==> config.mk <==
export PLATFORM = sky130hd
export DESIGN_NAME = laser_safety_sequencer
export DESIGN_NICKNAME = d
export VERILOG_FILES = /design/src/rtl/laser_safety_pkg.sv /design/src/rtl/ctrl_timer.sv /design/src/rtl/laser_safety_sequencer.sv
export SDC_FILE = /design/constraint.sdc
export NUM_CORES = 1
export LEC_CHECK = 0
export ABC_AREA = 1
export CAP_MARGIN = 20
export CELL_PAD_IN_SITES_DETAIL_PLACEMENT = 0
export CELL_PAD_IN_SITES_GLOBAL_PLACEMENT = 1
export CORE_MARGIN = 2
export CORE_UTILIZATION = 43
export CTS_BUF_LIST = sky130_fd_sc_hd__clkbuf_4 sky130_fd_sc_hd__clkbuf_8 sky130_fd_sc_hd__clkbuf_16
export DETAILED_ROUTE_END_ITERATION = 7
export PLACE_DENSITY_LB_ADDON = 0.1
export SLEW_MARGIN = 10
export SYNTH_ARGS = -nofsm -noshare
export SYNTH_HDL_FRONTEND = slang
export SYNTH_SLANG_ARGS = --single-unit
==> constraint.sdc <==
create_clock -name clk -period 4.8 [get_ports clk]
set_input_delay 0.96 -clock clk [delete_from_list [all_inputs] [get_ports clk]]
set_output_delay 0.96 -clock clk [all_outputs]
set_load 0.01 [all_outputs]
==> src/rtl/laser_safety_pkg.sv <==
// Shared types and constants for the laser safety sequencer.
//   state_e      : FSM state encodings (3 bits, exported on the state port)
//   FLT_*        : bit positions within the sticky fault code
//   FAULT_W      : fault code width
//   max3()       : helper used to size the shared control timer
package laser_safety_pkg;

  typedef enum logic [2:0] {
    ST_IDLE        = 3'd0,
    ST_ARMING      = 3'd1,
    ST_ARMED       = 3'd2,
    ST_TRIPPED     = 3'd3,
    ST_CLEAR_PULSE = 3'd4,
    ST_CLEAR_HOLD  = 3'd5
  } state_e;

  localparam int FAULT_W        = 5;
  localparam int FLT_PULSE_LO   = 0;
  localparam int FLT_PULSE_HI   = 1;
  localparam int FLT_RATE_LO    = 2;
  localparam int FLT_CURRENT    = 3;
  localparam int FLT_READY_LOST = 4;

  function automatic int max3(input int a, input int b, input int c);
    int m;
    m = (a > b) ? a : b;
    return (m > c) ? m : c;
  endfunction

endpackage

==> src/rtl/ctrl_timer.sv <==
// Loadable down-counter shared by the ARMING, CLEAR_PULSE and CLEAR_HOLD
// phases. Load wins over decrement; the count parks at zero.
//   clk, rstn : clock, async active-low reset
//   load      : load strobe, load_val is taken on the next edge
//   dec       : decrement enable (ignored once at zero)
//   zero      : count is zero
module ctrl_timer #(
  parameter int W = 8
) (
  input  logic         clk,
  input  logic         rstn,
  input  logic         load,
  input  logic [W-1:0] load_val,
  input  logic         dec,
  output logic         zero
);

  logic [W-1:0] cnt;

  always_ff @(posedge clk or negedge rstn) begin
    if (!rstn)                  cnt <= '0;
    else if (load)              cnt <= load_val;
    else if (dec && cnt != '0)  cnt <= cnt - 1'b1;
  end

  assign zero = (cnt == '0);

endmodule

==> src/rtl/laser_safety_sequencer.sv <==
// Sequences the laser pulse/current limit checker: arms the laser after a
// settle period with laser_ready high, drops enable on any checker fail or
// loss of ready, latches a sticky fault code and runs the clear handshake
// (clear_fail pulse, holdoff, re-check of the fail flags).
//   clk, rstn                 : clock, async active-low reset
//   arm_req/disarm_req/clear_req : host requests, sampled each cycle
//   laser_ready               : laser driver ready
//   *_limit_fail              : checker fail flags
//   laser_enable, clear_fail  : registered controls to driver / checker
//   fault_code                : sticky fault bits (see FLT_* in the package)
//   trip_pulse, trip_count    : strobe and saturating count of TRIPPED entries
//   state                     : current FSM state
module laser_safety_sequencer
  import laser_safety_pkg::*;
#(
  parameter int ARM_SETTLE_CYCLES    = 1000,
  parameter int CLEAR_PULSE_CYCLES   = 4,
  parameter int CLEAR_HOLDOFF_CYCLES = 16,
  parameter int TRIP_CNT_W           = 16
) (
  input  logic                  clk,
  input  logic                  rstn,
  input  logic                  arm_req,
  input  logic                  disarm_req,
  input  logic                  clear_req,
  input  logic                  laser_ready,
  input  logic                  pulse_lower_limit_fail,
  input  logic                  pulse_upper_limit_fail,
  input  logic                  rate_lower_limit_fail,
  input  logic                  current_limit_fail,
  output logic                  laser_enable,
  output logic                  clear_fail,
  output logic [FAULT_W-1:0]    fault_code,
  output logic                  trip_pulse,
  output logic [TRIP_CNT_W-1:0] trip_count,
  output logic [2:0]            state
);

  localparam int TW = $clog2(max3(ARM_SETTLE_CYCLES, CLEAR_PULSE_CYCLES,
                                  CLEAR_HOLDOFF_CYCLES)) + 1;
  localparam logic [TW-1:0] ARM_LOAD  = TW'(ARM_SETTLE_CYCLES - 1);
  localparam logic [TW-1:0] PULS_LOAD = TW'(CLEAR_PULSE_CYCLES - 1);
  localparam logic [TW-1:0] HOLD_LOAD = TW'(CLEAR_HOLDOFF_CYCLES - 1);

  state_e               state_q, state_d;
  logic [FAULT_W-1:0]   flags, fault_d;
  logic                 any_fail, enter_trip;
  logic                 t_load, t_dec, t_zero;
  logic [TW-1:0]        t_load_val;

  // Checker flags mapped onto fault-code positions; ready_lost is set only
  // by the FSM, so that slot stays zero here.
  always_comb begin
    flags                 = '0;
    flags[FLT_PULSE_LO]   = pulse_lower_limit_fail;
    flags[FLT_PULSE_HI]   = pulse_upper_limit_fail;
    flags[FLT_RATE_LO]    = rate_lower_limit_fail;
    flags[FLT_CURRENT]    = current_limit_fail;
  end
  assign any_fail = |flags;

  ctrl_timer #(.W(TW)) u_timer (
    .clk      (clk),
    .rstn     (rstn),
    .load     (t_load),
    .load_val (t_load_val),
    .dec      (t_dec),
    .zero     (t_zero)
  );

  // Priority inside each state: fail > disarm > clear > arm.
  always_comb begin
    state_d    = state_q;
    fault_d    = fault_code;
    t_load     = 1'b0;
    t_load_val = '0;
    t_dec      = 1'b0;
    case (state_q)
      ST_IDLE: begin
        if (any_fail) begin
          state_d = ST_TRIPPED;
          fault_d = fault_code | flags;
        end else if (arm_req && laser_ready) begin
          state_d    = ST_ARMING;
          t_load     = 1'b1;
          t_load_val = ARM_LOAD;
        end
      end
      ST_ARMING: begin
        if (any_fail) begin
          state_d = ST_TRIPPED;
          fault_d = fault_code | flags;
        end else if (disarm_req) begin
          state_d = ST_IDLE;
        end else if (!laser_ready) begin
          // settle period restarts whenever ready dips
          t_load     = 1'b1;
          t_load_val = ARM_LOAD;
        end else if (t_zero) begin
          state_d = ST_ARMED;
        end else begin
          t_dec = 1'b1;
        end
      end
      ST_ARMED: begin
        if (any_fail) begin
          state_d = ST_TRIPPED;
          fault_d = fault_code | flags;
        end else if (!laser_ready) begin
          state_d                 = ST_TRIPPED;
          fault_d[FLT_READY_LOST] = 1'b1;
        end else if (disarm_req) begin
          state_d = ST_IDLE;
        end
      end
      ST_TRIPPED: begin
        fault_d = fault_code | flags;
        if (clear_req) begin
          state_d    = ST_CLEAR_PULSE;
          t_load     = 1'b1;
          t_load_val = PULS_LOAD;
        end
      end
      ST_CLEAR_PULSE: begin
        // checker is being reset; its flags are meaningless here
        if (t_zero) begin
          state_d    = ST_CLEAR_HOLD;
          t_load     = 1'b1;
          t_load_val = HOLD_LOAD;
        end else begin
          t_dec = 1'b1;
        end
      end
      ST_CLEAR_HOLD: begin
        if (t_zero) begin
          if (any_fail) begin
            state_d = ST_TRIPPED;
            fault_d = fault_code | flags;
          end else begin
            state_d = ST_IDLE;
            fault_d = '0;
          end
        end else begin
          t_dec = 1'b1;
        end
      end
      default: state_d = ST_IDLE;
    endcase
  end

  assign enter_trip = (state_d == ST_TRIPPED) && (state_q != ST_TRIPPED);

  // Outputs are decoded from the next state so they change on the same edge
  // as the transition (enable is high on the first ARMED cycle, low on the
  // first TRIPPED cycle).
  always_ff @(posedge clk or negedge rstn) begin
    if (!rstn) begin
      state_q      <= ST_IDLE;
      laser_enable <= 1'b0;
      clear_fail   <= 1'b0;
      fault_code   <= '0;
      trip_pulse   <= 1'b0;
      trip_count   <= '0;
    end else begin
      state_q      <= state_d;
      laser_enable <= (state_d == ST_ARMED);
      clear_fail   <= (state_d == ST_CLEAR_PULSE);
      fault_code   <= fault_d;
      trip_pulse   <= enter_trip;
      if (enter_trip && !(&trip_count))
        trip_count <= trip_count + 1'b1;
    end
  end

  assign state = state_q;

endmodule

* Word level (Yosys, flattened, before mapping)
Cells that the tools add are included.
** Operators by class
- Add/subtract/negate cells :: 2
- Equal/unequal tests :: 13
- Muxes and demuxes :: 44
- Bitwise logic cells :: 1
- Reduce and logical (&&, ||, !) cells :: 16
** Operators with widths (count)
- $mux 10 :: 5
- $pmux 10 s4 :: 1
- $mux 3 :: 12
- $mux 11 :: 2
- $pmux 5 s4 :: 1
- $pmux 3 s6 :: 1
- $add 16x1->16 const B :: 1
- $reduce_and 16->1 :: 1
- $mux 5 :: 3
- $mux 1 :: 13
- $eq 3x2->1 const B :: 4
- $logic_not 11->1 :: 1
- $reduce_bool 11->1 :: 1
- $sub 11x1->11 const B :: 1
- $eq 3x3->1 const B :: 3
- $mux 4 :: 2
- $reduce_and 4->1 :: 2
- $or 5x4->5 :: 1
- $logic_and 1x1->1 :: 4
- $mux 2 :: 2
- $ne 2x2->1 const B :: 2
- $pmux 1 s4 :: 1
- $reduce_bool 4->1 :: 1
- $reduce_or 2->1 :: 2
- 9 further kinds :: 9
** Word-level totals
- Register bits after elaboration :: 38
- Output and inout bits :: 27

* Depth between registers and ports, before layout
- Word-level depth :: 9
- Depth in mapped cells :: 13
- Depth with buffers taken out :: 12

* Hierarchy
A second synthesis with hierarchy kept.
** Second synthesis, totals
- Cells, all modules :: 380
- Area total of the unflattened synthesis :: 2666.3 µm²
** By module, submodules not included
- laser_safety_sequencer :: times used 1, cells each 241, area each 1786.7 µm², sequential area each 675.6 µm²
- ctrl_timer :: times used 1, cells each 139, area each 879.6 µm², sequential area each 275.3 µm²

* Worst setup path before layout
Ideal clock, no wire load.
- Path type :: input to register
- Start point :: input pulse_upper_limit_fail
- End point :: register trip_count[1]
- Data arrival time :: 2.059 ns
- Path slack :: 2.623 ns
- Cell stages on the path :: 9
- Path buffers :: 1
- Cell sequence :: nor2_1 -> nand2_1 -> o21ai_0 -> nand3_2 -> nor2_4 -> nor2_8 -> clkbuf_4 -> nand4_1 -> nand2_1
** On the way
- Word-level cells in the longest chain between the ends :: 7
** RTL lines
- from (decl) :: line laser_safety_sequencer.sv:28 : input logic pulse_upper_limit_fail,
- $reduce_or 4->1 (*) :: line laser_safety_sequencer.sv:60 : assign any_fail = |flags;
- $mux 2 :: line laser_safety_sequencer.sv:136 : if (any_fail) begin
- $mux 3 :: line laser_safety_sequencer.sv:135 : if (t_zero) begin
- $pmux 3 s6 (*) :: line laser_safety_sequencer.sv:78 : case (state_q)
- $eq 3x2->1 (*) :: line laser_safety_sequencer.sv:151 : assign enter_trip = (state_d == ST_TRIPPED) && (state_q != ST_TRIPPED);
- $logic_and 1x1->1 (*) :: line laser_safety_sequencer.sv:151
- $logic_and 1x1->1 (*) :: line laser_safety_sequencer.sv:170 : if (enter_trip && !(&trip_count))
- to (signal assigned) :: line laser_safety_sequencer.sv:171 : trip_count <= trip_count + 1'b1;
- to (decl) :: line laser_safety_sequencer.sv:35 : output logic [TRIP_CNT_W-1:0] trip_count,
Every way passes the cells marked *; elsewhere a longest branch is shown, timed or not.
A chain may end at the register's enable or synchronous reset.

* Worst setup path after layout
- Start point :: input pulse_lower_limit_fail
- End point :: register trip_count[14]
** On the way
- Word-level cells in the longest chain between the ends :: 7
** RTL lines
- from (decl) :: line laser_safety_sequencer.sv:27 : input logic pulse_lower_limit_fail,
- $reduce_or 4->1 (*) :: line laser_safety_sequencer.sv:60
- $mux 2 :: line laser_safety_sequencer.sv:136
- $mux 3 :: line laser_safety_sequencer.sv:135
- $pmux 3 s6 (*) :: line laser_safety_sequencer.sv:78
- $eq 3x2->1 (*) :: line laser_safety_sequencer.sv:151
- $logic_and 1x1->1 (*) :: line laser_safety_sequencer.sv:151
- $logic_and 1x1->1 (*) :: line laser_safety_sequencer.sv:170
Marks and branches as above.

==> metrics.yaml <==
synthesis:
  syn_area_um2: 2440
  ys_types: 37
  ys_seq_elements: 38
  syn_inst: 311
  yosysWarnings: 0
  synth_nets: 323
  synth_area_per_cell_um2: 7.85
  synth-seq-area-share_pct: 39.0
run:
  drv_cap: 0
setup_path:
  critPathTopFamily: "simple AND/OR/NAND/NOR gates"
  worstSetupStartpointType: "input pin"
  required_ns: 4.97
  cp_common_cell: "nand2_1"
  cp_cell_sequence: "clkdlybuf4s50_1 -> nor2_1 -> nand2_1 -> inv_1 -> o21ai_0 -> nand2_2 -> a21oi_4 -> nand3_4 -> nand2_1 -> nand2_1"
  cp-end-kind: "flip-flop"
  slowest_delay_ns: 0.48
  cp.arrival_ns: 2.94
  critical_path_class: "in2reg"
  slowest_stage: "clkdlybuf4s50_1"
  critPathMaxFanout: 20
  critPathBufInv: 2
detailed_routing:
  routed_wl_um: 5400
  ant_nets: 0
  wl_per_cell_um: 12.9
  drt_first_pass_iters: 4
  drc_errors: 0
  dr_total_vias: 2063
  via_per_inst: 4.95
  drt_iter0_markers: 101
pwr:
  swShare_pct: 45.4
  cellInternalPower_mw: 0.764
  power_frac_comb_pct: 50.3
  pwr-share-seq_pct: 34.1
  cellPowerDensity_nw_per_um2: 485
  p_clk_share_pct: 15.6
  p_leak_nw: 1.41
  switchingPower_mw: 0.636
  peakVddDrop_mv: 0.160
timing:
  fin_skew_ns: 0.00883
  setup_viol_count_final: 0
  maxSlewViolCount: 0
  fmax_mhz: 361
  timing.slew.headroom_pct: 42.5
  fin_crit_sh_pct: 57.6
  min_period_ns: 2.77
  worstMarginPinSlew_ns: 0.863
  fin_ws_ns: 2.03
  hold_violations: 0
  tns_ns: 0
  hold_slack_ns: 0.508
  rsz0062_at_grt: "no"
layout:
  final_layout_size_suffix_gt1_share_pct: 10.4
  n_antenna_cell: 0
  final_common_cell: "nand2_1"
  area_growth_pct: 18.3
  final_cell_mix: "89 x nand2_1, 38 x dfrtp_1, 35 x clkdlybuf4s50_1"
  fin_nets: 358
  nFillCells: 575
cts:
  cts-root-to-sink-buffers: 2
  cts_setup_buffers: 0
  clock_latency_ns: 0.29
  clkSinkCount: 38
  root_buffer: "clkbuf_8"
  clk_pin_slew_ns: 0.07
  ctsResizeCount: 0
  htreeDepth: 2
  cts_tree: "built"
  cts_made_buffers: 5
  hold_buffers: 0
floorplanning:
  io_pins: 37
  rows: 27
  start_util_pct: 44.3
  core-area_um2: 5510
  die_width_um: 79.3
  die_y_um: 79.3
  design.die.area_um2: 6290
place:
  port_buffers: 36
  gp_congestion: 0.816
  pre_cts_ws_ns: 1.73
  dp_hpwl_um: 3950
grt:
  track_usage_pct: 18.6
  grt_overflow: 0
  grt_start_max_net_pins: 39
  antenna_found_initial: 0
  grt_pass1_vias: 2029
  grt_pass1_wl_um: 9250
worst_hold_path:
  hp-class: "reg2reg"
run_status:
  outcome: "finished, final reports clean"
[through the flow]
| step | utilization, % | instances | cell area [um2] | power [mW] |
|---|---|---|---|---|
| 2_1_floorplan | - | 311 | 2440 | 1.06 |
| 3_3_place_gp | 50.9 | 411 | 2800 | 1.18 |
| 3_5_place_dp | 50.9 | 411 | 2800 | 1.19 |
| 4_1_cts | 52.4 | 417 | 2890 | 1.42 |
| 5_1_grt | 52.4 | 417 | 2890 | 1.52 |
| 6_report | 52.4 | 417 | 2890 | 1.40 |
[tightest hold or removal path: stages, from the launching register on]
cell,delay [ns]
dfrtp_1,0.35
o22ai_1,0.08
inv_1,0.05
[routing by layer]
metal	track usage, %	routed length (um)	vias to the layer above	share of wire [%]
li1	-	-	1070	-
met1	23.4	2500	956	46
met2	32.4	2680	31	50
met3	4.09	165	6	3.1
met4	4.66	55	0	1.0
met5	0	0	-	0
[path summary, 6_finish.rpt]
| check | startpoint | endpoint | slack (ns) | cells after the start |
|---|---|---|---|---|
| worst max-delay path | pulse_lower_limit_fail | trip_count[14] | 2.03 | 10 |
| worst min-delay path | fault_code[4] | fault_code[4] | 0.51 | 2 |
| worst max register to register | u_timer.cnt[0] | trip_count[14] | 2.54 | 11 |
| worst min register to register | fault_code[4] | fault_code[4] | 0.51 | 2 |
| max in group asynchronous | rstn | trip_count[9] | 3.47 | 1 |
| min in group asynchronous | rstn | fault_code[1] | 0.78 | 1 |
[cells in the mapped netlist]
cell,n,share of area [%]
buf_2,1,0.20
ha_1,2,1.0
nor2_1,29,4.5
nand2_4,2,0.92
and2_1,1,0.26
nor2_2,2,0.51
xnor2_1,10,3.6
buf_8,1,0.62
o211ai_1,1,0.31
inv_2,4,0.62
o21ai_0,7,1.4
nand4_2,1,0.51
a211oi_1,1,0.31
nor2_8,2,1.6
o21a_1,1,0.31
o22ai_1,1,0.26
nand2_2,4,1.0
inv_1,32,4.9
dfrtp_1,38,39
xor2_1,10,3.6
a21oi_4,1,0.67
a21oi_2,1,0.36
o21ai_1,7,1.4
buf_12,1,0.82
clkbuf_4,1,0.31
nor2_4,6,2.8
nand3_2,5,2.1
nand3_4,1,0.72
buf_6,1,0.46
nand2_1,89,14
buf_4,3,0.92
nor3_1,5,1.0
nand3_1,10,2.1
nand4_1,18,4.6
a31oi_1,1,0.26
o31ai_1,1,0.31
a21oi_1,10,2.1
[power groups by stage]
| stage | Combinational, mW | Sequential, mW | Clock, mW |
|---|---|---|---|
| finish | 0.705 | 0.478 | 0.218 |
| global route | 0.791 | 0.491 | 0.240 |
| CTS | 0.712 | 0.478 | 0.230 |
| detailed placement | 0.711 | 0.483 | 0 |
| global placement | 0.698 | 0.485 | 0 |
| floorplan | 0.586 | 0.476 | 0 |
[area by class of cell]
class	count	area [um2]	share of cell area, %
flip-flops and latches	38	951	32.9
multi-input cells	229	1270	44.1
clock buffers	6	82.6	2.86
well taps	72	90.1	3.12
repair buffers	36	355	12.3
inverters	36	135	4.68
[kinds of logic (layout without fill, tap and decap cells)]
group,count (synthesis),after routing,share of synthesized area [%]
XOR/XNOR,20,20,7.18
AO/OA/AOI/OAI,32,32,7.69
flip-flops,38,38,39.0
buffers and inverters,44,78,8.87
adder cells (fa/ha/maj),2,2,1.03
AND/OR/NAND/NOR,175,175,36.3
[sequential cells by signal, summed over array words and instances, names as in the netlist]
signal        count
state             3
laser_enable      1
u_timer.cnt      11
fault_code        5
clear_fail        1
trip_pulse        1
trip_count       16
(Power assumes the default switching activity.)
